===== config.mk =====
export PLATFORM = sky130hd
export DESIGN_NAME = lsu_ctrl_flat
export DESIGN_NICKNAME = d
export VERILOG_FILES = /design/src/rtl/lsu_pkg.sv /design/src/rtl/lsu_if.sv /design/src/rtl/lsu_lane_align.sv /design/src/rtl/lsu_ctrl.sv /design/src/flat_wrapper.sv
export SDC_FILE = /design/constraint.sdc
export NUM_CORES = 1
export LEC_CHECK = 0
export BUFFER_PORTS_ARGS = -buffer_cell sky130_fd_sc_hd__buf_2
export CELL_PAD_IN_SITES_DETAIL_PLACEMENT = 1
export CELL_PAD_IN_SITES_GLOBAL_PLACEMENT = 1
export CORE_MARGIN = 2
export CORE_UTILIZATION = 30
export CTS_CLUSTER_SIZE = 28
export DETAILED_ROUTE_END_ITERATION = 6
export PLACE_DENSITY_LB_ADDON = 0.1
export SLEW_MARGIN = 10
export SYNTH_ARGS = -nofsm -noshare
export SYNTH_HDL_FRONTEND = slang
export SYNTH_SLANG_ARGS = --single-unit
export TNS_END_PERCENT = 50

===== constraint.sdc =====
create_clock -name clk -period 2.05 [get_ports clk]
set_input_delay 0.205 -clock clk [delete_from_list [all_inputs] [get_ports clk]]
set_output_delay 0.205 -clock clk [all_outputs]
set_load 0.005 [all_outputs]

===== src/rtl/lsu_pkg.sv =====
// lsu_pkg: shared funct3 codes, FSM encoding and width for the load/store unit.
package lsu_pkg;
  localparam int WORD_W = 32;
  localparam logic [2:0] F3_B  = 3'b000;
  localparam logic [2:0] F3_H  = 3'b001;
  localparam logic [2:0] F3_W  = 3'b010;
  localparam logic [2:0] F3_BU = 3'b100;
  localparam logic [2:0] F3_HU = 3'b101;
  localparam logic [1:0] ST_IDLE   = 2'd0;
  localparam logic [1:0] ST_ACCESS = 2'd1;
  localparam logic [1:0] ST_MERGE  = 2'd2;
  localparam logic [1:0] ST_RESP   = 2'd3;
  function automatic logic f3_legal(input logic we, input logic [2:0] f3);
    return we ? (f3 inside {F3_B, F3_H, F3_W}) : (f3 inside {F3_B, F3_H, F3_W, F3_BU, F3_HU});
  endfunction
endpackage


===== src/rtl/lsu_if.sv =====
// lsu_if: request/response handshakes and word-RAM port of the load/store unit.
interface lsu_if;
  import lsu_pkg::*;
  logic              req_valid, req_ready, req_we;
  logic [2:0]        req_funct3;
  logic [WORD_W-1:0] req_addr, req_wdata;
  logic              rsp_valid, rsp_ready, rsp_err;
  logic [WORD_W-1:0] rsp_rdata;
  logic [WORD_W-1:0] ram_addr, ram_wr_data, ram_rd_data;
  logic              ram_wr_sig;
  modport slave (
    input  req_valid, req_we, req_funct3, req_addr, req_wdata, rsp_ready, ram_rd_data,
    output req_ready, rsp_valid, rsp_rdata, rsp_err, ram_addr, ram_wr_sig, ram_wr_data
  );
  modport master (
    output req_valid, req_we, req_funct3, req_addr, req_wdata, rsp_ready, ram_rd_data,
    input  req_ready, rsp_valid, rsp_rdata, rsp_err, ram_addr, ram_wr_sig, ram_wr_data
  );
endinterface


===== src/rtl/lsu_lane_align.sv =====
// lsu_lane_align: little-endian lane extract/extend for loads and lane merge for sub-word stores.
module lsu_lane_align
  import lsu_pkg::*;
(
  input  logic [WORD_W-1:0] word,
  input  logic [WORD_W-1:0] wdata,
  input  logic [1:0]        lo,
  input  logic [2:0]        funct3,
  output logic [WORD_W-1:0] ld_data,
  output logic [WORD_W-1:0] st_data
);
  logic [7:0]  b;
  logic [15:0] h;
  always_comb begin
    b = word[{lo, 3'b000} +: 8];
    h = lo[1] ? word[31:16] : word[15:0];
    ld_data = funct3 == F3_B  ? {{24{b[7]}}, b} :
              funct3 == F3_BU ? {24'b0, b} :
              funct3 == F3_H  ? {{16{h[15]}}, h} :
              funct3 == F3_HU ? {16'b0, h} : word;
    st_data = word;
    if (funct3 == F3_B) st_data[{lo, 3'b000} +: 8] = wdata[7:0];
    else if (funct3 == F3_H) st_data[{lo[1], 4'b0000} +: 16] = wdata[15:0];
    else st_data = wdata;
  end
endmodule


===== src/rtl/lsu_ctrl.sv =====
// lsu_ctrl: load/store unit with sign/zero extension and read-modify-write sub-word stores.
// Define LSU_ALIGN_CHECK_EN to report misaligned halfword/word accesses as errors.
module lsu_ctrl
  import lsu_pkg::*;
#(
  parameter int MEM_WORDS = 1024
) (
  input logic   clk,
  input logic   reset_n,
  lsu_if.slave  bus
);
  localparam logic [WORD_W:0] ADDR_LIM = (WORD_W + 1)'(MEM_WORDS) << 2;
  logic [1:0]        state;
  logic              we_q;
  logic [2:0]        f3_q;
  logic [1:0]        lo_q;
  logic [WORD_W-1:0] rdata_q, addr_q, wr_data_q, ld_data, st_data;
  logic              err_q, misal, req_err;
  always_comb begin
`ifdef LSU_ALIGN_CHECK_EN
    misal = ((bus.req_funct3 == F3_H || bus.req_funct3 == F3_HU) && bus.req_addr[0]) ||
            (bus.req_funct3 == F3_W && bus.req_addr[1:0] != 2'b00);
`else
    misal = 1'b0;
`endif
    req_err = !f3_legal(bus.req_we, bus.req_funct3) || misal || ({1'b0, bus.req_addr} >= ADDR_LIM);
  end
  lsu_lane_align u_lane (
    .word    (bus.ram_rd_data),
    .wdata   (wr_data_q),
    .lo      (lo_q),
    .funct3  (f3_q),
    .ld_data (ld_data),
    .st_data (st_data)
  );
  // wr_data_q first holds the store operand, then the merged word for SB/SH.
  always_ff @(posedge clk or negedge reset_n) begin
    if (!reset_n) begin
      state     <= ST_IDLE;
      we_q      <= 1'b0;
      f3_q      <= 3'b000;
      lo_q      <= 2'b00;
      rdata_q   <= '0;
      err_q     <= 1'b0;
      addr_q    <= '0;
      wr_data_q <= '0;
    end else begin
      case (state)
        ST_IDLE: if (bus.req_valid) begin
          we_q    <= bus.req_we;
          f3_q    <= bus.req_funct3;
          lo_q    <= bus.req_addr[1:0];
          rdata_q <= '0;
          err_q   <= req_err;
          if (!req_err) begin
            addr_q <= {bus.req_addr[WORD_W-1:2], 2'b00};
            if (bus.req_we) wr_data_q <= bus.req_wdata;
          end
          state <= req_err ? ST_RESP : ST_ACCESS;
        end
        ST_ACCESS: begin
          if (!we_q) rdata_q <= ld_data;
          else if (f3_q != F3_W) wr_data_q <= st_data;
          state <= (we_q && f3_q != F3_W) ? ST_MERGE : ST_RESP;
        end
        ST_MERGE: state <= ST_RESP;
        default: if (bus.rsp_ready) state <= ST_IDLE;
      endcase
    end
  end
  assign bus.req_ready   = state == ST_IDLE;
  assign bus.rsp_valid   = state == ST_RESP;
  assign bus.rsp_rdata   = rdata_q;
  assign bus.rsp_err     = err_q;
  assign bus.ram_addr    = addr_q;
  assign bus.ram_wr_data = wr_data_q;
  assign bus.ram_wr_sig  = (state == ST_ACCESS && we_q && f3_q == F3_W) || state == ST_MERGE;
endmodule


===== src/flat_wrapper.sv =====
// flat-port wrapper written by rule: the top's interface ports become plain ports
module lsu_ctrl_flat import lsu_pkg::*;
#(
  parameter int MEM_WORDS = 1024
)
  (clk, reset_n, bus_req_valid, bus_req_we, bus_req_funct3, bus_req_addr, bus_req_wdata, bus_rsp_ready, bus_ram_rd_data, bus_req_ready, bus_rsp_valid, bus_rsp_rdata, bus_rsp_err, bus_ram_addr, bus_ram_wr_sig, bus_ram_wr_data);
  lsu_if bus_i ();
  input logic clk;
  input logic reset_n;
  input wire logic [$bits(bus_i.req_valid)-1:0] bus_req_valid;
  input wire logic [$bits(bus_i.req_we)-1:0] bus_req_we;
  input wire logic [$bits(bus_i.req_funct3)-1:0] bus_req_funct3;
  input wire logic [$bits(bus_i.req_addr)-1:0] bus_req_addr;
  input wire logic [$bits(bus_i.req_wdata)-1:0] bus_req_wdata;
  input wire logic [$bits(bus_i.rsp_ready)-1:0] bus_rsp_ready;
  input wire logic [$bits(bus_i.ram_rd_data)-1:0] bus_ram_rd_data;
  output wire logic [$bits(bus_i.req_ready)-1:0] bus_req_ready;
  output wire logic [$bits(bus_i.rsp_valid)-1:0] bus_rsp_valid;
  output wire logic [$bits(bus_i.rsp_rdata)-1:0] bus_rsp_rdata;
  output wire logic [$bits(bus_i.rsp_err)-1:0] bus_rsp_err;
  output wire logic [$bits(bus_i.ram_addr)-1:0] bus_ram_addr;
  output wire logic [$bits(bus_i.ram_wr_sig)-1:0] bus_ram_wr_sig;
  output wire logic [$bits(bus_i.ram_wr_data)-1:0] bus_ram_wr_data;
  assign bus_i.req_valid = bus_req_valid;
  assign bus_i.req_we = bus_req_we;
  assign bus_i.req_funct3 = bus_req_funct3;
  assign bus_i.req_addr = bus_req_addr;
  assign bus_i.req_wdata = bus_req_wdata;
  assign bus_i.rsp_ready = bus_rsp_ready;
  assign bus_i.ram_rd_data = bus_ram_rd_data;
  assign bus_req_ready = bus_i.req_ready;
  assign bus_rsp_valid = bus_i.rsp_valid;
  assign bus_rsp_rdata = bus_i.rsp_rdata;
  assign bus_rsp_err = bus_i.rsp_err;
  assign bus_ram_addr = bus_i.ram_addr;
  assign bus_ram_wr_sig = bus_i.ram_wr_sig;
  assign bus_ram_wr_data = bus_i.ram_wr_data;
  lsu_ctrl #(.MEM_WORDS(MEM_WORDS)) u_core (.clk(clk), .reset_n(reset_n), .bus(bus_i));
endmodule

==> summary.txt, run 1 <==
Effective utilization at floorplan -> 30.67%
Initial antenna violation count -> 1
First-pass GRT wire length -> 31,860 um
H-tree depth -> 3
Layout cell share with drive strength beyond 1 -> 43.32%
Boundary Pins -> 204
Detail Route Antenna Nets -> 0
Filler instances -> 2,155
Reg clk slew, reported paths -> 70 ps
Post-layout util -> 40.75%
Area leader, netlist -> dfrtp_1
Top post-synthesis cells by area -> dfrtp_1 (45%), mux2_2 (5.9%), a22o_1 (5.0%), nor2b_1 (5.0%), mux2_4 (4.7%)
DRC marker count from the first detailed-route iteration -> 246
Synth Area per Inst -> 10.52 um2
Yosys warns -> 0
Chip width -> 142.5 um
WHS -> 79.06 ps
Skew-Pair Late Insertion Delay -> 350 ps
Mux cell area share after synthesis -> 16.43%
1st-pass router iterations -> 4
Max FO, Critical Path -> 8
P&R area growth vs syn -> 32.87%
Sw Pwr -> 4491 uW
TritonCTS buffer count -> 9
Fmax -> 503.4 MHz
Diodes inserted -> 0
MaxCap Viol Count -> 0
Final Hold Vio Count -> 0
Synth Area in Adders -> 1.957%
Residual DRC count -> 0
Synth Cell Area -> 0.005756 mm2
GPL Wtd Cong -> 0.8370
Synth top area share -> 44.78%
Largest net degree at the start of global routing -> 44
Slew @ Worst Pin -> 515.6 ps
Pint -> 6779 uW
Synth cell types -> 52
Number of nets in the layout -> 873
Congestion Overflow GR -> 0
Root Driver -> clkbuf_16
Multi-input gate area in the final layout -> 0.002967 mm2
WS Path Type -> reg2reg
Via Count -> 5,268
Seq pwr share -> 28.0%
Critical Path End Type -> register
Clk pwr share -> 16.9%
Worst Path Required -> 2280 ps
Die Ht -> 142.5 um
Slew Limit Fails -> 0
Post-Route WL -> 20,680 um
Sequential cell area -> 0.002580 mm2
Largest family of logic cells by synthesized area -> compound AO/OA/AOI/OAI gates
Status -> completed
PD cells -> 1474 mW/mm2
Crit path DAT -> 2220 ps
All-Layer GR Usage -> 20.34%
EDFF count, synth -> 0
Final min period -> 1987 ps
Clock skew -> 9.528 ps
RSZ-0062 raised after global routing -> yes
Crit path launch type -> register
Simple-Gate Fraction of Synth Area -> 14.54%
Max VDD drop -> 0.5814 mV
Pwr Total -> 11,270 uW
Clock Sinks -> 103
Ys flop type -> dfrtp_1
Combinational share of power -> 55.1%
Row cnt -> 50
Post-Syn Instances -> 547
Fraction of registers with async set/reset -> 100.0%
Placed wire-length estimate -> 16,100 um
Die area -> 0.02031 mm2
Most frequent cell after synthesis -> dfrtp_1
PortBufs -> 201
Synth top cells by count -> dfrtp_1 (103), nor2_1 (46), nor2b_1 (46), a22o_1 (33), nand2_1 (31)
DR vias/cell -> 5.279
Vias in the first global route -> 5,613
Xor and xnor area share after synthesis -> 0%
Synth Area in Compound Gates -> 17.65%
Leakage -> 0.003878 uW
Synth Register Bits -> 103
Seq/Total Area, Yosys -> 44.78%
Placeable Area -> 0.01877 mm2
CTS max path bufs -> 2
Final period utilization -> 96.91%
Sw Ratio -> 39.85%
Routed WL per cell -> 20.72 um
CTS tree -> yes
Hold Crit Class -> in2reg
Setup violations, final -> 0
Relative slew margins -> 65.53%
[placed cells by master, fill, tap and decap left out, drive strengths merged, types with 2 or more instances in the layout]
| cell type | count |
|---|---|
| clkbuf | 10 |
| a21oi | 28 |
| nor4 | 5 |
| nor2 | 46 |
| o22ai | 16 |
| bufinv | 2 |
| nor2b | 46 |
| a31oi | 2 |
| nor3 | 19 |
| a22o | 33 |
| o31ai | 3 |
| mux2i | 18 |
| ha | 9 |
| mux2 | 48 |
| conb | 2 |
| a211o | 14 |
| o211ai | 10 |
| mux4 | 7 |
| nand2 | 32 |
| dfrtp | 103 |
| nand3 | 3 |
| nand2b | 2 |
| or4b | 2 |
| buf | 242 |
| o41ai | 7 |
| o21ai | 22 |
| inv | 14 |
[power by group through the flow]
stage          clock (uW)  sequential, uW  combinational [uW]
2_1_floorplan           0            3030                3960
6_report             1910            3150                6210
5_1_grt              2040            3240                6770
3_3_place_gp            0            3170                5880
3_5_place_dp            0            3190                6050
4_1_cts              1970            3160                6110
[worst max-delay path, cell delays in order (launching register included)]
cell and delay, ps:
dfrtp_1 460, nor3_2 340, buf_4 200, nor2_1 40
a31oi_1 200, o211ai_2 260, mux2_2 360
[layer usage]
| layer | part of all wire [%] | global-route usage [%] | vias up |
|---|---|---|---|
| li1 | - | - | 2419 |
| met1 | 43 | 26.78 | 2634 |
| met2 | 49 | 34.44 | 192 |
| met3 | 6.3 | 3.398 | 23 |
| met4 | 1.6 | 5.941 | 0 |
| met5 | 0 | 0 | - |
[kinds of logic after synthesis]
| group | after synthesis |
|---|---|
| compound gates | 143 |
| buf+inv | 55 |
| fa+ha+maj | 9 |
| other cells | 1 |
| simple gates | 163 |
| flops | 103 |
| mux | 73 |
[stage by stage]
stage,setup TNS (ps),instances,instance area (um2),setup slack [ps]
after floorplan,-23.53,548,5766,-2.614
after global placement,-6.406,980,7244,-2.648
after detailed placement,-480.1,980,7244,-62.92
after CTS,0,996,7590,23.83
after global routing,-465.1,998,7647,-60.91
final,0,998,7647,63.40
[layout make-up]
class	count	area share (%)
Clock buffer	10	3.125
Clock inverter	5	1.063
Inverter	13	0.6381
Multi-Input combinational cell	390	38.79
Sequential cell	103	33.74
Tap cell	234	3.829
Timing Repair Buffer	243	18.82
[path summary, 6_finish.rpt]
kind / from / to / slack (ps) / cells past startpoint
max in group asynchronous: reset_n / u_core.f3_q[1]$_DFFE_PN0P_ / 1060 / 3
max: u_core.f3_q[2]$_DFFE_PN0P_ / u_core.bus.ram_wr_data[0]$_DFFE_PN0P_ / 60 / 6
min reg2reg: u_core.bus.rsp_rdata[2]$_DFFE_PN0P_ / u_core.bus.rsp_rdata[2]$_DFFE_PN0P_ / 490 / 2
min in group asynchronous: reset_n / u_core.bus.rsp_rdata[22]$_DFFE_PN0P_ / 310 / 2
min: bus_req_addr[4] / u_core.bus.ram_addr[4]$_DFFE_PN0P_ / 80 / 2
max reg2reg: u_core.f3_q[2]$_DFFE_PN0P_ / u_core.bus.ram_wr_data[0]$_DFFE_PN0P_ / 60 / 6
[flip-flops by register name, indices dropped and copies added (netlist names)]
register and flops:
u_core.bus.ram_wr_data 32, u_core.bus.rsp_rdata 32, u_core.bus.ram_addr 30, u_core.f3_q 3, u_core.lo_q 2, u_core.state 2
u_core.bus.rsp_err 1, u_core.we_q 1
[what timing repair did]
action | in CTS | in global routing
gates cloned | 0 | 0
hold buffers | 1 | 0
pin swaps | 1 | 1
endpoints found under the hold margin | 25 | 0
endpoints found under the setup margin | 19 | 43
gates resized for setup | 6 | 6
buffers inserted | 0 | 2
Power figures use the tool's default switching activity.
==> run 2: changes to the inputs <==
--- a/config.mk
+++ b/config.mk
@@ -10,6 +10,7 @@
 export CELL_PAD_IN_SITES_GLOBAL_PLACEMENT = 1
 export CORE_MARGIN = 2
 export CORE_UTILIZATION = 30
+export CTS_BUF_LIST = sky130_fd_sc_hd__clkbuf_2 sky130_fd_sc_hd__clkbuf_4 sky130_fd_sc_hd__clkbuf_8
 export CTS_CLUSTER_SIZE = 28
 export DETAILED_ROUTE_END_ITERATION = 6
 export PLACE_DENSITY_LB_ADDON = 0.1
==> run 2 against run 1 <==
Hold slack worse by 55 ps. Fmax rose by 0.30%. First-iteration DRC count decreased by 20%. Worst setup slack better by 5.9 ps. Design area shrank 1.3%. Via count is 0.27% lower. Die area stayed put. Largest power group unchanged. Sequential share of layout area up 0.45 points. Clock skew grew 6.1 ps. Critical path type unchanged. Routed wire length shrank 0.20%.
==> summary.txt, run 2 (same netlist as run 1, synthesis figures left out) <==
GPL Wtd Cong -> 0.8370 (unchanged)
Layout cell share with drive strength beyond 1 -> 43.77% (+0.45 points)
Clock Sinks -> 103 (unchanged)
Filler instances -> 2,168 (+0.60%)
Combinational share of power -> 56.9% (+1.8 points)
Reg2reg start -> u_core.f3_q[2]$_DFFE_PN0P_
Root Driver -> clkbuf_8
DRC marker count from the first detailed-route iteration -> 197 (-20%)
Crit path from -> u_core.f3_q[2]$_DFFE_PN0P_
Slew Limit Fails -> 0 (unchanged)
Worst Path Required -> 2340 ps (+60 ps)
Post-layout util -> 40.23% (-0.51 points)
Die Ht -> 142.5 um (unchanged)
Hold Crit Class -> in2reg
Via Count -> 5,254 (-0.27%)
Sw Ratio -> 41.09% (+1.2 points)
All-Layer GR Usage -> 20.36% (about the same)
Leakage -> 0.003825 uW (-1.4%)
Reg clk slew, reported paths -> 110 ps (+40 ps)
Boundary Pins -> 204 (unchanged)
Placement Setup Slack -> -62.92 ps (unchanged)
Commonest non-fill, non-tap cell in the layout -> buf_2
Post-Route WL -> 20,640 um (-0.20%)
Placed wire-length estimate -> 16,100 um (unchanged)
CTS max path bufs -> 2 (unchanged)
Clock skew -> 15.64 ps (+6.114 ps)
Effective utilization at floorplan -> 30.67% (unchanged)
CP endpoint -> u_core.bus.rsp_rdata[29]$_DFFE_PN0P_
R2R setup slack -> 70 ps (about the same)
Critical Path End Type -> register
TritonCTS buffer count -> 9 (unchanged)
RSZ-0062 raised after global routing -> yes
Final period utilization -> 96.62% (-0.29 points)
Chip width -> 142.5 um (unchanged)
Relative slew margins -> 65.84% (+0.31 points)
Crit path launch type -> register
Reg-to-reg endpoint -> u_core.bus.rsp_rdata[29]$_DFFE_PN0P_
Detail Route Antenna Nets -> 0 (unchanged)
Setup violations, final -> 0 (unchanged)
CTS tree -> yes
MaxCap Viol Count -> 0 (unchanged)
Crit path DAT -> 2270 ps (+50 ps)
Fmax -> 504.9 MHz (+0.30%)
P&R area growth vs syn -> 31.20%
Post-Layout Cell Count -> 997 (-0.10%)
Final Hold Vio Count -> 0 (unchanged)
R2R depth -> 6 (unchanged)
Residual DRC count -> 0 (unchanged)
Clk pwr share -> 13.8% (-3.1 points)
H-tree depth -> 3 (unchanged)
Final worst setup slack -> 69.30 ps (+5.900 ps)
Diodes inserted -> 0 (unchanged)
Skew-Pair Late Insertion Delay -> 400 ps (+50 ps)
Max stage delay cell, worst path -> or3_1
Largest net degree at the start of global routing -> 44 (unchanged)
Max VDD drop -> 0.5298 mV (-8.9%)
Worst stage delay on the critical path -> 500 ps (+40 ps)
Status -> completed
Max FO, Critical Path -> 17 (+9)
Vias in the first global route -> 5,618 (+0.089%)
Routed WL per cell -> 20.70 um (about the same)
Pint -> 6395 uW (-5.7%)
Placeable Area -> 0.01877 mm2 (unchanged)
Cell total after placement -> 980 (unchanged)
Initial antenna violation count -> 1 (unchanged)
1st-pass router iterations -> 6 (+2)
Final min period -> 1981 ps (-5.900 ps)
Number of nets in the layout -> 872 (-0.11%)
Row cnt -> 50 (unchanged)
Congestion Overflow GR -> 0 (unchanged)
Most frequent cells in the layout -> buf_2 (200), dfrtp_1 (100), nor2_1 (46), nor2b_1 (46), a22o_1 (33)
Sw Pwr -> 4460 uW (-0.68%)
Seq pwr share -> 29.2% (+1.2 points)
WS Path Type -> reg2reg
PortBufs -> 201 (unchanged)
Crit-path cells -> or3_1 > buf_4 > nor2_1 > nor3_4 > buf_12 > a22o_1
PD cells -> 1438 mW/mm2 (-2.5%)
DR vias/cell -> 5.270 (-0.17%)
Slew @ Worst Pin -> 510.9 ps (-4.648 ps)
First-pass GRT wire length -> 31,800 um (-0.17%)
Die area -> 0.02031 mm2 (unchanged)
==> run 2: worst min-delay path by stage <==
stage / from / cells past startpoint / to / slack, ps
2_1_floorplan: reset_n / 0 / u_core.bus.ram_addr[10]$_DFFE_PN0P_ / -90
3_3_place_gp: reset_n / 1 / u_core.bus.rsp_rdata[24]$_DFFE_PN0P_ / 150
3_5_place_dp: reset_n / 1 / u_core.bus.rsp_rdata[22]$_DFFE_PN0P_ / 160
4_1_cts: bus_req_addr[4] / 2 / u_core.bus.ram_addr[4]$_DFFE_PN0P_ / 10
5_1_grt: bus_req_addr[3] / 2 / u_core.bus.ram_addr[3]$_DFFE_PN0P_ / 20
6_report: bus_req_addr[4] / 2 / u_core.bus.ram_addr[4]$_DFFE_PN0P_ / 20
==> run 2: what timing repair did <==
item / in CTS / in global routing
endpoints found under the setup margin: 20 / 44
buffers inserted: 0 / 1
hold endpoints to repair: 25 / 0
resized for setup: 6 / 12
pin swaps: 2 / 3
hold buffers: 1 / 0
==> run 2: power by group through the flow <==
stage	clock network, uW	registers, uW	logic (uW)
after CTS	1550	3160	6110
final	1500	3170	6180
after detailed placement	0	3190	6050
after global routing	1620	3260	6740
after floorplan	0	3030	3960
after global placement	0	3170	5880
==> run 2: through the flow <==
stage	setup TNS, ps	area [um2]	hold slack (ps)	power, uW
after detailed placement	-480.1	7244	159.3	9242
after global placement	-6.406	7244	148.5	9049
final	0	7551	23.85	10860
after floorplan	-23.53	5766	-90.59	6989
after CTS	0	7488	12.42	10810
after global routing	-459.5	7551	17.91	11610
==> run 2: worst max-delay path, delay by kind of cell, from the launching register on <==
family                 cells  cell delay, ps
DFF                        1             480
buffers and inverters      2             390
AOI/OAI and AO/OA          1             190
and+or+nand+nor            3             800
==> run 2: final cells by class <==
cell class	instances	area [um2]	area share (%)
Clock inverter	5	81.33	1.077
Multi-Input combinational cell	390	2978	39.44
Sequential cell	103	2581	34.18
Tap cell	234	292.8	3.877
Timing Repair Buffer	242	1431	18.96
Inverter	13	48.80	0.6462
Clock buffer	10	137.6	1.823
==> run 2: metal layers <==
layer / routed length (um) / global-route usage (%) / up-vias
li1: - / - / 2412
met1: 9077 / 26.71 / 2638
met2: 9937 / 33.91 / 180
met3: 1291 / 4.105 / 24
met4: 331 / 6.201 / 0
met5: 0 / 0 / -
==> run 3: changes to the inputs <==
==> constraint.sdc (replaced) <==
create_clock -name clk -period 2.2 [get_ports clk]
set_input_delay 0.22 -clock clk [delete_from_list [all_inputs] [get_ports clk]]
set_output_delay 0.22 -clock clk [all_outputs]
set_load 0.005 [all_outputs]
==> run 3 against run 2 <==
Via count is 0.69% lower. Non-clock buffer count is 2 lower. Cell count is 0.10% lower. Global-route usage is 0.11 points lower. Largest cell class unchanged. Register-to-register slack better by 40 ps.
==> summary.txt, run 3 (same netlist as run 1, synthesis figures left out) <==
Critical Path End Type -> register
Final period utilization -> 95.22% (-1.4 points)
Final min period -> 2095 ps (+114.1 ps)
CTS max path bufs -> 2 (unchanged)
PD cells -> 1322 mW/mm2 (-8.1%)
WS Path Type -> reg2reg
Chip width -> 142.5 um (unchanged)
Effective utilization at floorplan -> 30.67% (unchanged)
Crit path launch type -> register
Initial antenna violation count -> 1 (unchanged)
Diodes inserted -> 0 (unchanged)
GPL Wtd Cong -> 0.8631 (+3.1%)
P&R area growth vs syn -> 30.41%
Final worst setup slack -> 105.2 ps (+35.88 ps)
Clock Sinks -> 103 (unchanged)
Max FO, Critical Path -> 8 (-9)
Root Driver -> clkbuf_8
Row cnt -> 50 (unchanged)
H-tree depth -> 3 (unchanged)
Placeable Area -> 0.01877 mm2 (unchanged)
Pint -> 5772 uW (-9.7%)
WHS -> 46.04 ps (+22.19 ps)
RSZ-0062 raised after global routing -> yes
Max VDD drop -> 0.5747 mV (+8.5%)
Final Hold Vio Count -> 0 (unchanged)
Most frequent cells in the layout -> buf_2 (200), dfrtp_1 (103), nor2_1 (46), nor2b_1 (46), a22o_1 (33)
R2R setup slack -> 110 ps (+40 ps)
DRC marker count from the first detailed-route iteration -> 299 (+52%)
Hold Crit Class -> in2reg
Post-Route WL -> 20,550 um (-0.42%)
Setup violations, final -> 0 (unchanged)
Leakage -> 0.003813 uW (-0.30%)
PortBufs -> 201 (unchanged)
MaxCap Viol Count -> 0 (unchanged)
Residual DRC count -> 0 (unchanged)
Boundary Pins -> 204 (unchanged)
Combinational share of power -> 58.8% (+1.9 points)
Crit path DAT -> 2380 ps (+110 ps)
Commonest non-fill, non-tap cell in the layout -> buf_2
Status -> completed
Skew-Pair Late Insertion Delay -> 400 ps (about the same)
Clk pwr share -> 11.8% (-2.0 points)
Slew @ Worst Pin -> 574.7 ps (+63.77 ps)
Placed wire-length estimate -> 15,690 um (-2.5%)
Number of nets in the layout -> 870 (-0.23%)
Placement Setup Slack -> -130.6 ps (-67.68 ps)
Seq pwr share -> 29.4% (+0.2 points)
Detail Route Antenna Nets -> 0 (unchanged)
Congestion Overflow GR -> 0 (unchanged)
Routed WL per cell -> 20.63 um (-0.32%)
Largest net degree at the start of global routing -> 54 (+23%)
TritonCTS buffer count -> 9 (unchanged)
Relative slew margins -> 61.63% (-4.2 points)
DR vias/cell -> 5.239 (-0.59%)
First-pass GRT wire length -> 31,630 um (-0.54%)
Slew Limit Fails -> 0 (unchanged)
1st-pass router iterations -> 5 (-1)
Die Ht -> 142.5 um (unchanged)
Reg clk slew, reported paths -> 110 ps (about the same)
Die area -> 0.02031 mm2 (unchanged)
Sw Pwr -> 4149 uW (-7.0%)
Worst Path Required -> 2490 ps (+150 ps)
Clock skew -> 14.23 ps (-1.415 ps)
Layout cell share with drive strength beyond 1 -> 43.04% (-0.73 points)
All-Layer GR Usage -> 20.24% (-0.11 points)
Via Count -> 5,218 (-0.69%)
Vias in the first global route -> 5,530 (-1.6%)
CTS tree -> yes
Sw Ratio -> 41.82% (+0.73 points)
Fmax -> 477.4 MHz (-5.4%)
## run 3: cell types whose count changed in the layout (fill, tap and decap cells not counted), sizes merged
cell,delta
buf,-3
bufinv,-2
clkinv,+2
bufbuf,+1
clkbuf,-1
clkinvlp,+1
inv,+1
## run 3: worst paths after layout
kind | depth (start not counted) | endpoint | start
setup / recovery | 7 | u_core.bus.ram_wr_data[31]$_DFFE_PN0P_ | u_core.lo_q[1]$_DFFE_PN0P_
hold / removal | 2 | u_core.bus.ram_addr[4]$_DFFE_PN0P_ | bus_req_addr[4]
setup reg to reg | 7 | u_core.bus.ram_wr_data[31]$_DFFE_PN0P_ | u_core.lo_q[1]$_DFFE_PN0P_
hold reg to reg | 2 | u_core.bus.rsp_rdata[6]$_DFFE_PN0P_ | u_core.bus.rsp_rdata[6]$_DFFE_PN0P_
max in group asynchronous | 3 | u_core.bus.rsp_err$_DFFE_PN0P_ | reset_n
min in group asynchronous | 2 | u_core.bus.rsp_rdata[22]$_DFFE_PN0P_ | reset_n
## run 3: through the flow
stage / cells / setup TNS (ps) / cell area, um2 / total power (uW) / util, %
6_report: 996 / 0 / 7506 / 9922 / 39.99
5_1_grt: 996 / -16.98 / 7506 / 10690 / 39.99
4_1_cts: 991 / -1123 / 7366 / 9723 / 39.25
3_5_place_dp: 974 / -2136 / 7168 / 8500 / 38.19
3_3_place_gp: 974 / -2806 / 7162 / 8346 / 38.16
2_1_floorplan: 548 / 0 / 5762 / 6502 / -
## run 3: repair_timing
action / 4_1_cts / 5_1_grt
hold buffers: 1 / 0
setup endpoints to repair: 35 / 41
resized for setup: 1 / 15
buffers inserted: 0 / 5
pin swaps: 0 / 4
hold endpoints to repair: 29 / 0
## run 3: metal layers
| metal | vias to the layer above | part of all wire, % | wire (um) | GRT usage, % |
|---|---|---|---|---|
| li1 | 2401 | - | - | - |
| met1 | 2638 | 45 | 9208 | 27.29 |
| met2 | 162 | 49 | 10070 | 33.86 |
| met3 | 15 | 5.3 | 1079 | 3.331 |
| met4 | 2 | 0.90 | 184 | 5.211 |
| met5 | - | 0.054 | 11 | 0 |
## run 3: critical path, stage by stage, from the launching register on
cell	delay, ps
dfrtp_1	390
buf_4	140
buf_4	160
ha_1	220
and4bb_2	310
nor2b_1	170
a221o_1	350
mux2_4	270
## run 3: area by class of cell
| type | instances | area, um2 |
|---|---|---|
| clock inverter | 7 | 57.56 |
| tap | 234 | 292.8 |
| multi-input combinational | 390 | 2985 |
| clock buffer | 9 | 123.9 |
| timing repair buffer | 240 | 1420 |
| fill | 2168 | 11260 |
| inverter | 13 | 48.80 |
| sequential | 103 | 2577 |
## run 3: power by group through the flow
stage	clock network, uW	logic [uW]	registers, uW
global placement	0	5400	2940
floorplan	0	3680	2820
CTS	1220	5590	2920
global route	1280	6400	3000
finish	1170	5840	2920
detailed placement	0	5540	2960
